### config.mk
export PLATFORM = sky130hd
export DESIGN_NAME = dense_seq
export DESIGN_NICKNAME = d
export VERILOG_FILES = /design/src/rtl/dense_seq_pkg.sv /design/src/rtl/dense_seq_wr.sv /design/src/rtl/dense_seq.sv
export SDC_FILE = /design/constraint.sdc
export NUM_CORES = 1
export LEC_CHECK = 0
export ABC_AREA = 1
export BUFFER_PORTS_ARGS = -buffer_cell sky130_fd_sc_hd__clkbuf_2
export CORE_MARGIN = 2
export CORE_UTILIZATION = 53
export CTS_CLUSTER_DIAMETER = 60
export DETAILED_ROUTE_END_ITERATION = 16
export PLACE_DENSITY = 0.85
export SYNTH_ARGS = -nofsm -noshare
export SYNTH_HDL_FRONTEND = slang
export SYNTH_SLANG_ARGS = --single-unit
### constraint.sdc
create_clock -name clk -period 5.1 [get_ports clk]
set_clock_uncertainty 0.1 [all_clocks]
set_input_delay 1.02 -clock clk [delete_from_list [all_inputs] [get_ports clk]]
set_output_delay 1.02 -clock clk [all_outputs]
set_load 0.03 [all_outputs]
### src/rtl/dense_seq_pkg.sv
// Shared types, constants and helpers for the dense layer sequencer.
package dense_seq_pkg;

  typedef enum logic [2:0] {
    StIdle,
    StFeed,
    StDrain,
    StDump,
    StDone
  } state_e;

  // Buffer select codes: ping reads buf1 / writes buf2, pong is the reverse.
  localparam logic [1:0] BUF_SEL_PING = 2'b11;
  localparam logic [1:0] BUF_SEL_PONG = 2'b10;

  // Widest lane count the mask helper supports; callers slice the low lanes.
  localparam int unsigned MaxLanes = 64;

  // Thermometer mask with the low `cnt` lanes set.
  function automatic logic [MaxLanes-1:0] lane_mask(input int unsigned cnt);
    if (cnt >= MaxLanes) begin
      return '1;
    end
    return (MaxLanes'(1) << cnt) - MaxLanes'(1);
  endfunction

endpackage

### src/rtl/dense_seq_wr.sv
// Result write-back stage: walks the active lanes of one block through a
// ready/valid output port, holding address and select while stalled.
module dense_seq_wr #(
  parameter int unsigned N_PE   = 8,
  parameter int unsigned ADDR_W = 16,
  localparam int unsigned CW    = $clog2(N_PE + 1),
  localparam int unsigned SW    = $clog2(N_PE)
) (
  input  logic              clk_i,
  input  logic              rst_i,
  input  logic              start_i,
  input  logic [CW-1:0]     active_i,
  input  logic [ADDR_W-1:0] base_i,
  input  logic              ready_i,
  output logic              wr_en_o,
  output logic [ADDR_W-1:0] wr_addr_o,
  output logic [SW-1:0]     sel_o,
  output logic              last_o
);

  logic              en_q;
  logic [SW-1:0]     j_q;
  logic [CW-1:0]     cnt_q;
  logic [ADDR_W-1:0] base_q;
  logic              accept;

  assign accept    = en_q && ready_i;
  assign last_o    = accept && (CW'(j_q) == cnt_q - CW'(1));
  assign wr_en_o   = en_q;
  assign wr_addr_o = en_q ? base_q + ADDR_W'(j_q) : '0;
  assign sel_o     = en_q ? j_q : '0;

  // Lane counter: load on start, advance only on an accepted write.
  always_ff @(posedge clk_i or posedge rst_i) begin
    if (rst_i) begin
      en_q   <= 1'b0;
      j_q    <= '0;
      cnt_q  <= '0;
      base_q <= '0;
    end else if (start_i) begin
      en_q   <= 1'b1;
      j_q    <= '0;
      cnt_q  <= active_i;
      base_q <= base_i;
    end else if (accept) begin
      if (last_o) begin
        en_q <= 1'b0;
      end else begin
        j_q <= j_q + SW'(1);
      end
    end
  end

endmodule

### src/rtl/dense_seq.sv
// Dense layer sequencer: tiles output neurons into N_PE-lane blocks, streams
// weights/inputs, paces MAC controls and writes each block's results back.
module dense_seq
  import dense_seq_pkg::*;
#(
  parameter int unsigned N_PE     = 8,
  parameter int unsigned DPG      = 4,
  parameter int unsigned LEN_W    = 16,
  parameter int unsigned ADDR_W   = 16,
  parameter int unsigned LAT_RD   = 1,
  parameter int unsigned LAT_PIPE = 4,
  localparam int unsigned SW      = $clog2(N_PE),
  localparam int unsigned MW      = $clog2(DPG + 1)
) (
  input  logic              clk,
  input  logic              rst,
  input  logic              start,
  input  logic [LEN_W-1:0]  cfg_in_len,
  input  logic [LEN_W-1:0]  cfg_out_len,
  input  logic [ADDR_W-1:0] cfg_w_base,
  input  logic [ADDR_W-1:0] cfg_in_base,
  input  logic [ADDR_W-1:0] cfg_out_base,
  input  logic              cfg_pingpong,
  output logic [1:0]        buf_sel,
  output logic [N_PE-1:0]   w_rd_en,
  output logic [ADDR_W-1:0] w_rd_addr,
  output logic              x_rd_en,
  output logic [ADDR_W-1:0] x_rd_addr,
  output logic [N_PE-1:0]   shift_en,
  output logic              acc_clr,
  output logic [MW-1:0]     mac_valid,
  output logic              res_latch,
  output logic [SW-1:0]     res_sel,
  output logic              out_wr_en,
  output logic [ADDR_W-1:0] out_wr_addr,
  input  logic              out_wr_ready,
  output logic              busy,
  output logic              done,
  output logic              err
);

  localparam int unsigned CW = $clog2(N_PE + 1);
  localparam int unsigned GW = (DPG > 1) ? $clog2(DPG) : 1;
  localparam int unsigned DW = $clog2(LAT_RD + LAT_PIPE + 1);

  state_e            state_q;
  logic [LEN_W-1:0]  in_len_q, rem_q, k_q;
  logic [ADDR_W-1:0] in_base_q, w_blk_q, out_blk_q;
  logic              pp_q, err_q;
  logic [GW-1:0]     g_q;
  logic [DW-1:0]     drain_q;

  logic                issue, k_last, grp_full, wr_last;
  logic [CW-1:0]       act;
  logic [MaxLanes-1:0] mask_full;
  logic [N_PE-1:0]     mask;
  logic [MW-1:0]       mac_issue;
  logic                unused_mask;

  // rem_q counts outputs still to produce, so the active lane count needs no divide.
  assign issue       = (state_q == StFeed);
  assign k_last      = (k_q == in_len_q - LEN_W'(1));
  assign grp_full    = (g_q == GW'(DPG - 1));
  assign act         = (rem_q >= LEN_W'(N_PE)) ? CW'(N_PE) : CW'(rem_q);
  assign mask_full   = lane_mask(32'(act));
  assign mask        = mask_full[N_PE-1:0];
  assign unused_mask = ^mask_full;

  assign x_rd_en   = issue;
  assign x_rd_addr = issue ? in_base_q + ADDR_W'(k_q) : '0;
  assign w_rd_en   = issue ? mask : '0;
  assign w_rd_addr = issue ? w_blk_q + ADDR_W'(k_q) : '0;
  assign acc_clr   = issue && (k_q == '0);
  assign res_latch = (state_q == StDrain) && (drain_q == DW'(LAT_RD + LAT_PIPE - 1));
  assign busy      = (state_q != StIdle);
  assign done      = (state_q == StDone);
  assign err       = done && err_q;
  assign buf_sel   = busy ? (pp_q ? BUF_SEL_PING : BUF_SEL_PONG) : 2'b00;

  // Group size attached to each read: full groups, or the partial tail on the last read.
  always_comb begin
    mac_issue = '0;
    if (issue) begin
      if (grp_full) begin
        mac_issue = MW'(DPG);
      end else if (k_last) begin
        mac_issue = MW'(g_q) + MW'(1);
      end
    end
  end

  // Read-latency delay line so shift_en/mac_valid line up with returned data.
  logic [N_PE-1:0] pipe_mask_q [LAT_RD];
  logic [MW-1:0]   pipe_mac_q  [LAT_RD];

  always_ff @(posedge clk or posedge rst) begin
    if (rst) begin
      for (int i = 0; i < int'(LAT_RD); i++) begin
        pipe_mask_q[i] <= '0;
        pipe_mac_q[i]  <= '0;
      end
    end else begin
      pipe_mask_q[0] <= issue ? mask : '0;
      pipe_mac_q[0]  <= mac_issue;
      for (int i = 1; i < int'(LAT_RD); i++) begin
        pipe_mask_q[i] <= pipe_mask_q[i-1];
        pipe_mac_q[i]  <= pipe_mac_q[i-1];
      end
    end
  end

  assign shift_en  = pipe_mask_q[LAT_RD-1];
  assign mac_valid = pipe_mac_q[LAT_RD-1];

  // Main sequencer: config latch, block walk, drain timing and completion.
  always_ff @(posedge clk or posedge rst) begin
    if (rst) begin
      state_q   <= StIdle;
      in_len_q  <= '0;
      rem_q     <= '0;
      k_q       <= '0;
      g_q       <= '0;
      drain_q   <= '0;
      in_base_q <= '0;
      w_blk_q   <= '0;
      out_blk_q <= '0;
      pp_q      <= 1'b0;
      err_q     <= 1'b0;
    end else begin
      unique case (state_q)
        StIdle: begin
          if (start) begin
            in_len_q  <= cfg_in_len;
            rem_q     <= cfg_out_len;
            in_base_q <= cfg_in_base;
            w_blk_q   <= cfg_w_base;
            out_blk_q <= cfg_out_base;
            pp_q      <= cfg_pingpong;
            k_q       <= '0;
            g_q       <= '0;
            drain_q   <= '0;
            if (cfg_in_len == '0 || cfg_out_len == '0) begin
              err_q   <= 1'b1;
              state_q <= StDone;
            end else begin
              err_q   <= 1'b0;
              state_q <= StFeed;
            end
          end
        end
        StFeed: begin
          k_q <= k_q + LEN_W'(1);
          g_q <= grp_full ? '0 : g_q + GW'(1);
          if (k_last) begin
            drain_q <= '0;
            state_q <= StDrain;
          end
        end
        StDrain: begin
          drain_q <= drain_q + DW'(1);
          if (res_latch) begin
            state_q <= StDump;
          end
        end
        StDump: begin
          if (wr_last) begin
            if (rem_q > LEN_W'(N_PE)) begin
              rem_q     <= rem_q - LEN_W'(N_PE);
              w_blk_q   <= w_blk_q + ADDR_W'(in_len_q);
              out_blk_q <= out_blk_q + ADDR_W'(N_PE);
              k_q       <= '0;
              g_q       <= '0;
              state_q   <= StFeed;
            end else begin
              state_q <= StDone;
            end
          end
        end
        StDone: begin
          err_q   <= 1'b0;
          state_q <= StIdle;
        end
        default: state_q <= StIdle;
      endcase
    end
  end

  dense_seq_wr #(
    .N_PE  (N_PE),
    .ADDR_W(ADDR_W)
  ) u_wr (
    .clk_i    (clk),
    .rst_i    (rst),
    .start_i  (res_latch),
    .active_i (act),
    .base_i   (out_blk_q),
    .ready_i  (out_wr_ready),
    .wr_en_o  (out_wr_en),
    .wr_addr_o(out_wr_addr),
    .sel_o    (res_sel),
    .last_o   (wr_last)
  );

endmodule

# Yosys cells after proc, flatten, opt, wreduce, memory -nomap -nowiden
# Index checks and enable logic that the tools add are counted.
[word_totals]
output_inout_bits = 79
word_cells = 124
input_bits = 85
reg_bits = 141
[op_classes]
muxes = 51
eq_ne = 14
order_cmp = 2
n_shift = 1
n_reduce_logical = 25
add_sub_neg = 14
[op_table]
columns = ["cell", "count"]
rows = [
  ["two-way mux 16 bit", 15],
  ["case mux 16 bit (2 select lines)", 3],
  ["adder 16 bit", 3],
  ["zero test 16 bit", 3],
  ["case mux 16 bit (3 select lines)", 1],
  ["two-way mux 3 bit", 15],
  ["adder 16 x 1 -> 16 bit (second input constant)", 1],
  ["adder 16 x 3 -> 16 bit", 1],
  ["adder 16 x 4 -> 16 bit (second input constant)", 1],
  ["== test 16 bit", 1],
  [">= comparator 16 x 4 -> 1 bit (second input constant)", 1],
  ["> comparator 16 x 4 -> 1 bit (second input constant)", 1],
  ["subtractor 16 x 1 -> 16 bit (second input constant)", 1],
  ["subtractor 16 x 4 -> 16 bit (second input constant)", 1],
  ["case mux 3 bit (4 select lines)", 1],
  ["AND reduction 4 bit", 3],
  ["two-way mux 2 bit", 5],
  ["case mux 3 bit (3 select lines)", 1],
  ["nonzero test 3 bit", 3],
  ["two-way mux 8 bit", 1],
  ["inequality test 2 bit (second input constant)", 4],
  ["AND reduction 2 bit", 4],
  ["nonzero test 2 bit", 4],
  ["left shift 1 x 4 -> 8 bit (first input constant)", 1],
  ["19 further kinds", 32],
]

# Longest topological paths before layout
# Gate-level depths: netlist of the first run.
[logic_depth]
word_depth = 6
depth_mapped = 16
ltp_nobuf = 16

# Cells and area by module
# A second synthesis of the first run with hierarchy kept.
[hier_totals]
cells_unflattened = 1523
hier_area_um2 = 10392.5
[modules_own_cells]
columns = ["module", "seq_area_each_um2", "area_each_um2", "cells_per_inst", "instances"]
rows = [
  ["dense_seq", 2927.8, 8841.0, 1299, 1],
  ["dense_seq_wr", 600.6, 1551.5, 224, 1],
]

# Worst setup path after synthesis of the first run
# Ideal clock, no wire load.
[synth_timing]
path_kind = "reg2out"
start = "register u_wr.j_q[0]"
end = "output port out_wr_addr[14]"
path_stages_with_launch = 13
path_slack_ns = 1.605
n_path_buf = 0
t_arrival_ns = 2.375
required_ns = 3.980
path_cell_list = "dfrtp_1 -> ha_1 -> fa_1 -> nand3_1 -> nand2_1 -> nand2_1 -> nor2_1 -> nand2_1 -> nor2_1 -> nand2_1 -> nor3_1 -> a21oi_1 -> nor3_1"
[synth_between]
elab_chain_len = 2
[synth_rtl]
columns = ["item", "line_no", "source"]
rows = [
  ["start, declared", "dense_seq_wr.sv:22", "logic [SW-1:0] j_q;"],
  ["start signal, assigned", "dense_seq_wr.sv:49", "j_q <= j_q + SW'(1);"],
  ["adder 16 x 3 -> 16 bit", "dense_seq_wr.sv:30", "assign wr_addr_o = en_q ? base_q + ADDR_W'(j_q) : '0;"],
  ["two-way mux 16 bit", "dense_seq_wr.sv:30", ""],
  ["end, declared", "dense_seq.sv:35", "output logic [ADDR_W-1:0] out_wr_addr,"],
]
# Every way passes these cells.

# Final worst setup path of the first run
[layout_timing]
start = "register rem_q[4]"
end = "output port w_rd_en[6]"
[layout_between]
elab_chain_len = 5
[layout_rtl]
columns = ["item", "line_no", "source"]
rows = [
  ["start, declared", "dense_seq.sv:47", "logic [LEN_W-1:0] in_len_q, rem_q, k_q;"],
  ["start signal, assigned", "dense_seq.sv:134", "rem_q <= cfg_out_len;"],
  ["start signal, assigned", "dense_seq.sv:168", "rem_q <= rem_q - LEN_W'(N_PE);"],
  [">= comparator 16 x 4 -> 1 bit", "dense_seq.sv:64", "assign act = (rem_q >= LEN_W'(N_PE)) ? CW'(N_PE) : CW'(rem_q);"],
  ["two-way mux 4 bit", "dense_seq.sv:64", ""],
  ["left shift 1 x 4 -> 8 bit", "dense_seq_pkg.sv:24", "return (MaxLanes'(1) << cnt) - MaxLanes'(1);"],
  ["subtractor 8 x 2 -> 8 bit", "dense_seq_pkg.sv:24", ""],
  ["two-way mux 8 bit", "dense_seq.sv:71", "assign w_rd_en = issue ? mask : '0;"],
  ["end, declared", "dense_seq.sv:25", "output logic [N_PE-1:0] w_rd_en,"],
]
# Every way passes these cells.

==> results of run 1 <==
## critical path, stage by stage, from the launching register on
cell,delay (ns)
dfrtp_1,0.36
inv_1,0.11
nand2_1,0.10
nor2_2,0.15
nand2_2,0.11
inv_2,0.11
nand2_4,0.09
nor2_1,0.23
nor2_1,0.10
nand2_1,0.11
ha_1,0.17
nand2_1,0.09
inv_1,0.05
o21ai_0,0.09
a21oi_1,0.26
clkbuf_2,0.27
## registers in the layout, indices dropped and copies added, names as in the netlist
name,count
in_base_q,16
in_len_q,16
k_q,16
out_blk_q,16
rem_q,16
u_wr.base_q,16
w_blk_q,16
shift_en,8
u_wr.cnt_q,4
drain_q,3
mac_valid,3
state_q,3
u_wr.j_q,3
g_q,2
err_q,1
pp_q,1
u_wr.wr_en_o,1
## cells by family (layout without fill, tap and decap cells)
kind of cell	Yosys count	in the layout	synth area share [%]
buffers and inverters	212	373	8.23
and+or+nand+nor	779	779	31.9
DFF	141	141	34.0
xor gates and xnor gates	39	39	3.30
AOI/OAI and AO/OA	279	279	14.7
adders and majority gates	63	63	7.89
## cells in the mapped netlist, types with 4 or more instances
cell type,instances
nor2_2,7
dfrtp_1,141
o211ai_1,5
a31oi_1,5
nand3b_1,7
inv_2,8
nor4_1,19
or2_2,8
nor2_1,125
clkbuf_1,26
xnor2_1,14
nand2_2,4
buf_2,7
nand3_1,96
o21ai_1,14
fa_1,4
xor2_1,25
o21ai_0,121
ha_1,59
buf_6,4
nand2_1,458
nor3_1,30
buf_4,5
a21boi_0,4
o21a_1,6
a211oi_1,4
nand4_1,15
inv_1,162
o31ai_1,6
a21oi_1,102
## layout make-up
| cell class | count | area [sq um] |
|---|---|---|
| clock buffers | 17 | 425 |
| clock inverters | 14 | 125 |
| fillers | 1731 | 7400 |
| inverters | 170 | 643 |
| multi-input cells | 1160 | 6000 |
| flip-flops and latches | 141 | 3530 |
| well taps | 265 | 332 |
| repair buffers | 172 | 883 |
## routing by layer
layer,track usage (%),part of all wire [%],up-vias
met1,38.9,43,4907
met4,14.0,4.0,0
met2,48.1,47,454
met3,4.80,6.7,84
li1,-,-,5270
met5,0,0,-
## power by group through the flow
stage	Sequential, W	Clock (W)	Combinational (W)
after detailed placement	0.00229	0	0.00527
after global placement	0.00227	0	0.00515
after global routing	0.00236	0.00125	0.00602
after floorplan	0.00208	0	0.00411
after CTS	0.00228	0.00120	0.00532
final	0.00230	0.00119	0.00536
## per-stage QoR
step / instance area [sq um] / setup slack [ns] / total power (W) / instances / hold slack [ns]
after global routing: 11900 / 0.822 / 0.00963 / 1939 / 0.407
after floorplan: 10400 / 0.199 / 0.00619 / 1513 / 0.346
after global placement: 11400 / 1.66 / 0.00742 / 1908 / 0.359
after CTS: 11900 / 1.16 / 0.00879 / 1939 / 0.380
final: 11900 / 1.14 / 0.00885 / 1939 / 0.379
after detailed placement: 11400 / 1.63 / 0.00756 / 1908 / 0.363
## placed cells by master (no fill, tap or decap), drive strengths merged
cell,count
nand2,463
clkbuf,180
inv,178
dfrtp,141
o21ai,136
nor2,135
a21oi,103
nand3,97
ha,59
nor3,32
xor2,25
nor4,19
nand4,15
xnor2,14
buf,9
or2,8
nand3b,7
o21a,6
o31ai,6
o211ai,6
a31oi,5
a21boi,4
a211oi,4
fa,4
clkinvlp,4
a22oi,4
a21o,2
clkinv,2
o311ai,2
and2,1
nor3b,1
a31o,1
and3,1
## worst paths after layout
path	start	endpoint	cells past startpoint
max	rem_q[4]	w_rd_en[6]	15
min	in_base_q[3]	in_base_q[3]	2
max reg2reg	u_wr.cnt_q[0]	w_blk_q[1]	11
min reg2reg	in_base_q[3]	in_base_q[3]	2
max in group asynchronous	rst	w_blk_q[15]	3
min in group asynchronous	rst	mac_valid[0]	2
==> results.txt, run 1 <==
Logic pwr share: 60.5%
total internal power: 0.00398 W
sw frac: 55.0%
leakage power: 6.37 nW
post-CTS resize count: 0
CTS tree: yes
Starting Density: 53.6%
Post-DP HPWL: 22.3 mm
Final Cycle Share: 77.7%
ranking of synthesized cells by area: dfrtp_1 34%, nand2_1 17%, ha_1 7.1%
CP Max Fanout: 7
Primary FF master, synth: dfrtp_1
Worst Path Required: 3.98 ns
vias in the first global route: 9,712
ANT cells: 0
arrival time worst endpoint: 2.84 ns
outcome: finished clean
H-tree depth: 4
Net Count, Synth: 1,661
ANT nets after route: 0
largest area contributor in the netlist: dfrtp_1
power per standard cell area: 741 nW/um^2
DR vias: 10,715
gr ovfl total: 0
drt via density: 5.53
RSZ-0062 raised after global routing: false
final hold viol count: 0
share of layout cells above drive strength 1: 14.6%
number of CTS-inserted buffers: 17
Root Buffer: clkbuf_16
sequential share of the synthesized area: 34.0%
final core utilization: 61.7%
final setup fails: 0
drt wl/cell: 15.4 um
chip width: 144 um
Tmin final: 3.96 ns
FP Rows: 51
largest net degree at the start of global routing: 73
post-CTS setup buffers: 0
maximum vdd drop: 0.380 mV
top cell type's share of synthesized area: 34.0%
Area Growth Syn to Fin: 15.2%
post-synthesis register bit count: 141
initial antenna violation count: 0
ys async rst share: 100%
Post-Synthesis Cells: 1,513
Max-Cap Viols: 0
I/O Buffers: 163
Worst Hold Class: reg2reg
Routed Wire Length: 29.9 mm
slew margin rel.: 22.8%
core box area: 19,300 sq um
FMAX: 0.252 GHz
initial DRC count: 866
clock share of power: 13.5%
Avg Cell Area, Syn: 6.85 sq um
first-pass GRT wire length: 48.3 mm
post-synthesis cell area: 10,400 sq um
GR Util All Layers: 29.7%
NetSw: 0.00487 W
hold buffer count at cts: 0
clk slew on worst S/H paths: 0.07 ns
First-pass DRT Iterations: 6
Worst setup SP type: flop
die area: 20,700 sq um
sequential share of power: 26.0%
# IOs: 164
die extent in y: 144 um
fin. max-slew vios: 0
DRC Markers: 0
synth warn: 0
Netlist cell types: 47
clock buffer depth: 2
layout net count: 1,810
total negative slack: 0 ns
Post-synth EDFFs: 0
GPL Wtd Cong: 0.962
CP endpoint kind: output pin
WS Path Type: reg2out
R2R Setup Slk: 2.06 ns
Worst-Margin Slew: 1.15 ns
clock tree sinks: 141
clk_lat worst skew: 0.44 ns
(Power assumes the default switching activity.)
==> run 2: changes to the inputs <==
Clock period 5.1 ns to 3.2 ns, I/O delays scaled along.
==> results.txt, run 2 (synthesis gave the netlist of run 1 again) <==
worst setup path start: u_wr.j_q[0] (was rem_q[4])
number of CTS-inserted buffers: 17 (unchanged)
Routed Wire Length: 36.1 mm (was 29.9 mm)
crit-path leading delay family: simple AND/OR/NAND/NOR gates (unchanged)
CP max stage delay: 0.43 ns (was 0.36 ns)
Critical R2R Launch: w_blk_q[0] (was u_wr.cnt_q[0])
most common cell after layout, fill and taps aside: nand2_1 (unchanged)
clk_lat worst skew: 0.44 ns (about the same)
ANT cells: 0 (unchanged)
final hold viol count: 0 (unchanged)
die area: 20,700 sq um (unchanged)
RSZ-0062 raised after global routing: true (was false)
ANT nets after route: 0 (unchanged)
GR Util All Layers: 32.1% (was 29.7%)
outcome: complete, but fails checks (was finished clean)
arrival time worst endpoint: 2.67 ns (was 2.84 ns)
CP Cell Sequence: ha_4, fa_2, nand3_2, nand2_2, nand2_2, nor2_4, nand2_2, nor2_4, nand2_4, nor3_4, a21oi_2, nor3_2, buf_4 (was inv_1, nand2_1, nor2_2, nand2_2, inv_2, nand2_4, nor2_1, nor2_1, nand2_1, ha_1, nand2_1, inv_1, o21ai_0, a21oi_1, clkbuf_2)
die extent in y: 144 um (unchanged)
initial DRC count: 1,481 (was 866)
Max-Cap Viols: 0 (unchanged)
Crit-path slowest cell: dfrtp_1 (unchanged)
drt via density: 5.96 (was 5.53)
final std cells w/o fill: 2,018 (was 1,939)
power per standard cell area: 1220 nW/um^2 (was 741 nW/um^2)
placed cells: 1,923 (was 1,908)
first-pass GRT wire length: 52.0 mm (was 48.3 mm)
gr ovfl total: 0 (unchanged)
clk slew on worst S/H paths: 0.07 ns (about the same)
Worst setup SP type: flop (unchanged)
Final Cycle Share: 107%
CTS tree: yes (unchanged)
fin worst setup slack: -0.210 ns (was 1.14 ns)
final setup fails: 13 (was 0)
Starting Density: 53.6% (unchanged)
clock tree sinks: 141 (unchanged)
failing checks: setup timing
largest net degree at the start of global routing: 67 (was 73)
Worst-Margin Slew: 0.835 ns (was 1.15 ns)
layout net count: 1,888 (was 1,810)
WS Path Type: reg2out (unchanged)
Post-DP HPWL: 23.3 mm (was 22.3 mm)
hold buffer count at cts: 0 (unchanged)
DR vias: 12,034 (was 10,715)
most frequent cells in the layout: 440 x nand2_1, 158 x inv_1, 137 x clkbuf_2 (was 458 x nand2_1, 163 x clkbuf_2, 161 x inv_1)
GPL Wtd Cong: 0.940 (was 0.962)
Area Growth Syn to Fin: 29.8% (was 15.2%)
FP Rows: 51 (unchanged)
critical path's most frequent cell: nand2_2 (was nand2_1)
Root Buffer: clkbuf_16 (unchanged)
chip width: 144 um (unchanged)
initial antenna violation count: 0 (unchanged)
First-pass DRT Iterations: 9 (was 6)
FMAX: 0.293 GHz
vias in the first global route: 10,471 (was 9,712)
clock buffer depth: 2 (unchanged)
maximum vdd drop: 0.694 mV (was 0.380 mV)
share of layout cells above drive strength 1: 25.8% (was 14.6%)
CP Max Fanout: 3 (was 7)
DRC Markers: 0 (unchanged)
fin. max-slew vios: 0 (unchanged)
CP endpoint kind: output pin (unchanged)
drt wl/cell: 17.9 um (was 15.4 um)
Worst Hold Class: in2async (was reg2reg)
H-tree depth: 4 (unchanged)
Tmin final: 3.41 ns
core box area: 19,300 sq um (unchanged)
Worst Path Required: 2.46 ns (was 3.98 ns)
# IOs: 164 (unchanged)
leakage power: 6.89 nW (was 6.37 nW)
worst path buffer plus inverter count: 1 (was 4)
slew margin rel.: 44.2% (was 22.8%)
I/O Buffers: 163 (unchanged)
final core utilization: 69.6% (was 61.7%)
-- run 2: through the flow --
stage	power [W]	TNS (ns)	worst slack, ns	cell area, sq um	hold WS (ns)
final	0.0164	-0.900	-0.210	13500	0.178
after global routing	0.0175	-2.33	-0.324	13500	0.239
after CTS	0.0150	-0.123	-0.0449	12800	0.198
after detailed placement	0.0123	0	0.0692	11500	0.367
after global placement	0.0120	0	0.160	11500	0.359
after floorplan	0.00987	0	0.0845	10400	0.346
-- run 2: worst paths after layout --
check / to / slack [ns] / cells past startpoint
min in group clk: in_base_q[9] / 0.31 / 3
max: out_wr_addr[14] / -0.21 / 13
max in group asynchronous: u_wr.j_q[2] / 2.09 / 3
max reg2reg: w_blk_q[10] / 0.43 / 14
min reg2reg: in_base_q[11] / 0.38 / 2
min: in_base_q[9] / 0.18 / 2
-- run 2: final cells by class --
cell class / count / area [sq um]
clock buffer: 18 / 439
clock inverter: 14 / 146
fill: 1403 / 5880
inverter: 170 / 644
multi-input combinational: 1160 / 6730
sequential: 141 / 3550
tap: 265 / 332
timing repair buffer: 250 / 1620
-- run 2: report_power, final --
group          internal [W]  switching (W)
logic               0.00383        0.00691
clock network       0.00112       0.000870
registers           0.00261        0.00111
-- run 2: worst register-to-register path, delay by kind of cell, from the launching register on --
family	cells	cell delay [ns]
adders and majority gates	2	0.62
DFF	1	0.43
buffers and inverters	3	0.35
AOI/OAI and AO/OA	4	0.65
and+or+nand+nor	5	0.51
-- run 2: what timing repair did --
item / in CTS / in global routing
buffers inserted: 34 / 29
resized for setup: 95 / 143
setup endpoints to repair: 31 / 33
pin swaps: 13 / 43
-- run 2: layer usage --
layer	up-vias	track usage [%]	share of wire [%]
met4	0	16.9	6.1
met5	-	0	0
met3	189	4.53	9.8
met1	5546	41.7	38
li1	5446	-	-
met2	853	52.2	46
